[config.mk]
export PLATFORM = sky130hd
export DESIGN_NAME = unidade_controle
export DESIGN_NICKNAME = d
export VERILOG_FILES = /design/src/rtl/unidade_controle.sv
export SDC_FILE = /design/constraint.sdc
export NUM_CORES = 1
export LEC_CHECK = 0
export ABC_AREA = 1
export BUFFER_PORTS_ARGS = -buffer_cell sky130_fd_sc_hd__buf_2
export CAP_MARGIN = 20
export CELL_PAD_IN_SITES_DETAIL_PLACEMENT = 1
export CELL_PAD_IN_SITES_GLOBAL_PLACEMENT = 1
export CORE_MARGIN = 2
export CORE_UTILIZATION = 33
export CTS_CLUSTER_SIZE = 25
export DETAILED_ROUTE_END_ITERATION = 10
export PLACE_DENSITY = 0.89
export SLEW_MARGIN = 15
export SYNTH_ARGS = -nofsm -noshare
export SYNTH_HDL_FRONTEND = slang
export SYNTH_SLANG_ARGS = --single-unit
export TNS_END_PERCENT = 100
[constraint.sdc]
create_clock -name clk -period 3.28 [get_ports clk]
set_clock_uncertainty 0.1 [all_clocks]
set_input_delay 0.656 -clock clk [delete_from_list [all_inputs] [get_ports clk]]
set_output_delay 0.656 -clock clk [all_outputs]
set_load 0.02 [all_outputs]
[src/rtl/unidade_controle.sv]
// unidade_controle: multi-cycle load/store/ALU controller.
// Accepts one instruction at a time through a valid/ready handshake, latches
// its fields, and sequences IDLE -> READ -> EXEC -> (MEM) -> (WB) -> IDLE,
// driving register-file addresses, memory/register write strobes and the
// datapath selects.
// Ports:
//   clk, rst                  clock, synchronous active-high reset
//   instr_valid/instr_ready   instruction handshake
//   instr_op/rd/rs1/rs2/imm   instruction fields (op: 000 LD 001 SD 010 ADD 011 SUB)
//   Ra, Rb, Rw                register-file read/write addresses
//   weReg, weMem              register-file / memory write strobes
//   sinal, sinalMux           adder mode, datapath source select
//   C                         sign-extended immediate
//   done, err                 completion / illegal-opcode pulses
//   retired                   count of completed legal instructions (wraps)
module unidade_controle #(
  parameter int REG_AW = 5,
  parameter int IMM_W  = 12
) (
  input  logic              clk,
  input  logic              rst,
  input  logic              instr_valid,
  output logic              instr_ready,
  input  logic [2:0]        instr_op,
  input  logic [REG_AW-1:0] instr_rd,
  input  logic [REG_AW-1:0] instr_rs1,
  input  logic [REG_AW-1:0] instr_rs2,
  input  logic [IMM_W-1:0]  instr_imm,
  output logic [REG_AW-1:0] Ra,
  output logic [REG_AW-1:0] Rb,
  output logic [REG_AW-1:0] Rw,
  output logic              weReg,
  output logic              weMem,
  output logic              sinal,
  output logic              sinalMux,
  output logic [63:0]       C,
  output logic              done,
  output logic              err,
  output logic [15:0]       retired
);
  localparam logic [2:0] OP_LD  = 3'b000;
  localparam logic [2:0] OP_SD  = 3'b001;
  localparam logic [2:0] OP_ADD = 3'b010;
  localparam logic [2:0] OP_SUB = 3'b011;

  typedef enum logic [2:0] {IDLE, READ, EXEC, MEM, WB} state_t;

  state_t     state;
  logic [2:0] op_q;

  // Ready is combinational so a back-to-back instruction is taken in the
  // very cycle the FSM lands in IDLE.
  assign instr_ready = (state == IDLE) && !rst;

  // Strobes and done are registered: they are set on the edge that enters
  // the state they belong to, so they are high exactly during that state.
  always_ff @(posedge clk) begin
    if (rst) begin
      state    <= IDLE;
      op_q     <= OP_LD;
      Ra       <= '0;
      Rb       <= '0;
      Rw       <= '0;
      C        <= '0;
      sinal    <= 1'b0;
      sinalMux <= 1'b0;
      weReg    <= 1'b0;
      weMem    <= 1'b0;
      done     <= 1'b0;
      err      <= 1'b0;
      retired  <= '0;
    end else begin
      weReg <= 1'b0;
      weMem <= 1'b0;
      done  <= 1'b0;
      err   <= 1'b0;
      unique case (state)
        IDLE: begin
          if (instr_valid) begin
            op_q     <= instr_op;
            Ra       <= instr_rs1;
            Rb       <= instr_rs2;
            Rw       <= instr_rd;
            C        <= {{(64-IMM_W){instr_imm[IMM_W-1]}}, instr_imm};
            sinal    <= (instr_op == OP_SUB);
            sinalMux <= (instr_op == OP_ADD) || (instr_op == OP_SUB);
            // Illegal opcodes are swallowed here; the FSM never leaves IDLE.
            if (instr_op[2] == 1'b0) state <= READ;
            else                     err   <= 1'b1;
          end
        end
        READ: state <= EXEC;
        EXEC: begin
          if (op_q == OP_LD) begin
            state <= MEM;
          end else if (op_q == OP_SD) begin
            // SD finishes in MEM: write strobe and completion together.
            state   <= MEM;
            weMem   <= 1'b1;
            done    <= 1'b1;
            retired <= retired + 16'd1;
          end else begin
            state   <= WB;
            weReg   <= (Rw != '0);
            done    <= 1'b1;
            retired <= retired + 16'd1;
          end
        end
        MEM: begin
          if (op_q == OP_LD) begin
            state   <= WB;
            weReg   <= (Rw != '0);
            done    <= 1'b1;
            retired <= retired + 16'd1;
          end else begin
            state <= IDLE;
          end
        end
        WB:      state <= IDLE;
        default: state <= IDLE;
      endcase
    end
  end
endmodule

==> flow_metrics.env <==
export IMPL_status="completed"
export IMPL_cts_tree="built"
export IMPL_synth_area_leader_cell="dfxtp_1"
export IMPL_grt_use_total_pct=16.2
export IMPL_grt_pass1_vias=2353
export IMPL_num_io_pins=135
export IMPL_clockBufferDepth=2
export IMPL_hold_viol_final=0
export IMPL_final_antenna_net_count=0
export IMPL_maxCapViolations=0
export IMPL_post_cts_buffers=0
export IMPL_cp_slowest_stage_delay_ns=0.75
export IMPL_hold_depth=2
export IMPL_start_util_pct=34.2
export IMPL_cp_cell_sequence="buf_2"
export IMPL_pwr_density_cell_nw_per_um2=564
export IMPL_ir_drop_mv=0.199
export IMPL_post_drt_wl_per_cell_um=12.8
export IMPL_synthTopCellsByCount="nand2_1 (103), dfxtp_1 (55), buf_4 (53), a21oi_1 (43), nor2_1 (31)"
export IMPL_synthArstFlopShare_pct=0
export IMPL_cts_resized=0
export IMPL_startpoint_type="register"
export IMPL_die_w_um=93.7
export IMPL_rsz0062_at_grt="no"
export IMPL_hpwl_mm=5.22
export IMPL_clk_pin_slew_ns=0.11
export IMPL_cp_arrival_ns=1.34
export IMPL_required_ns=2.52
export IMPL_drv_slew=0
export IMPL_die_area_sq_um=8780
export IMPL_hold_class="register to register"
export IMPL_finalCritPeriodShare_pct=64.0
export IMPL_synth_cells=371
export IMPL_synth_edff_count=0
export IMPL_rrSetupSlack_ns=1.33
export IMPL_grt_overflow=0
export IMPL_finalWorstSetupSlack_ns=1.18
export IMPL_portBuffers=134
export IMPL_ys_types=22
export IMPL_cp_num_buf_inv=1
export IMPL_fmax_mhz=476
export IMPL_cts_root_buffer="clkbuf_8"
export IMPL_drt_wl_total_mm=7.09
export IMPL_syn2layout_area_growth_pct=17.2
export IMPL_gp_congestion=0.793
export IMPL_cp_num_cells=1
export IMPL_layout_drive_gt1_share_pct=34.2
export IMPL_synth_area_sq_um=2660
export IMPL_n_antenna_cell=0
export IMPL_end_kind="primary output"
export IMPL_ctsHoldBuffers=0
export IMPL_dp_slack_ns=1.10
export IMPL_drt_initial_drc_count=93
export IMPL_syn_nets=405
export IMPL_tightest_slew_ns=0.937
export IMPL_cp_slowest_cell="dfxtp_2"
export IMPL_htreeDepth=2
export IMPL_slew_headroom_pct=37.4
export IMPL_fp_dieH_um=93.7
export IMPL_multi_input_area_sq_um=968
export IMPL_antenna_found_initial=0
export IMPL_ff_latch_area_sq_um=1100
export IMPL_grt_pass1_wl_mm=11.4
export IMPL_worstRegToRegCells=8
export IMPL_firstDrtPassIters=4
export IMPL_synth_most_common_cell="nand2_1"
export IMPL_p_leak_nw=1.62
export IMPL_synth_top_area_share_pct=41.5
export IMPL_cts_buffers=5
export IMPL_drc=0
export IMPL_ys_seq_area_share_pct=41.5
export IMPL_setup_viol_count_final=0
export IMPL_grt_max_degree=55
export IMPL_ys_flop_type="dfxtp_1"
export IMPL_cp_max_fo=54
export IMPL_syn_avg_cell_area_sq_um=7.16
export IMPL_core_sq_um=7770
export IMPL_rows=32
export IMPL_ys_seq_elements=55
export IMPL_finalCriticalPeriod_ns=2.10
export IMPL_viasPerCell=4.55
export IMPL_yosysWarnings=0
export IMPL_cts_sinks=55
export IMPL_fin_nets=483
export IMPL_tns_ns=0
export IMPL_critical_path_top_delay_family="flip-flops"
export IMPL_clk_latency_ns=0.31
export IMPL_dr_total_vias=2514
export IMPL_path_class="register to primary output"
export IMPL_fill_cells=1047
export IMPL_ys_top_cells_by_area="dfxtp_1 (41%), buf_4 (15%), nand2_1 (15%), a21oi_1 (8.1%), nor2_1 (4.4%)"
metrics by stage:
| stage | cells | instance area [sq um] | hold WS, ns | power, mW | utilization [%] |
|---|---|---|---|---|---|
| after floorplan | 371 | 2660 | 0.344 | 1.28 | - |
| after global placement | 544 | 3010 | 0.345 | 1.34 | 38.7 |
| after detailed placement | 544 | 3010 | 0.354 | 1.36 | 38.7 |
| after CTS | 552 | 3110 | 0.370 | 1.77 | 40.0 |
| after global routing | 552 | 3110 | 0.393 | 1.86 | 40.1 |
| final | 552 | 3110 | 0.367 | 1.75 | 40.1 |
power by group:
group / total [mW] / switching, mW / internal (mW)
sequential: 0.786 / 0.0534 / 0.732
clock: 0.417 / 0.224 / 0.193
combinational: 0.552 / 0.385 / 0.167
routing by layer:
metal	GRT usage (%)	vias up	part of all wire (%)
li1	-	1267	-
met4	3.62	0	0.95
met2	29.3	73	50
met5	0	-	0
met3	3.85	6	5.1
met1	19.3	1168	44
flip-flops by register name, summed over array words and instances (netlist names), 3 cells and up:
signal	count
op_q	3
Rb	5
retired	16
state	3
Ra	5
C	12
Rw	5
kinds of logic after synthesis:
group	share of synthesized area, %
AOI/OAI and AO/OA	9.52
and+or+nand+nor	26.5
DFF	41.5
buffers and inverters	22.1
adders and majority gates	0.471
layout by cell type (no fill, tap or decap), drive strengths merged:
cell / n
a211oi: 1
a21oi: 43
buf: 137
clkbuf: 7
clkinv: 2
clkinvlp: 1
dfxtp: 55
ha: 1
inv: 29
nand2: 103
nand3: 16
nand3b: 1
nand4: 9
nor2: 35
nor3: 3
nor4: 1
o21ai: 6
final timing paths:
| check | to | from |
|---|---|---|
| worst max-delay path | C[24] | C[11]$_SDFFE_PP0N_ |
| worst min-delay path | C[1]$_SDFFE_PP0N_ | C[1]$_SDFFE_PP0N_ |
| worst max register to register | retired[11]$_SDFFE_PP0P_ | state[0]$_SDFFE_PP0P_ |
| worst min register to register | C[1]$_SDFFE_PP0N_ | C[1]$_SDFFE_PP0N_ |
final cells by class:
class                      count  area share, %
multi-input combinational    219           31.1
sequential                    55           35.4
clock inverter                 1          0.241
timing repair buffer         137           22.3
clock buffer                   7           3.10
tap                          102           4.10
inverter                      31           3.74
(Power assumes the default switching activity.)
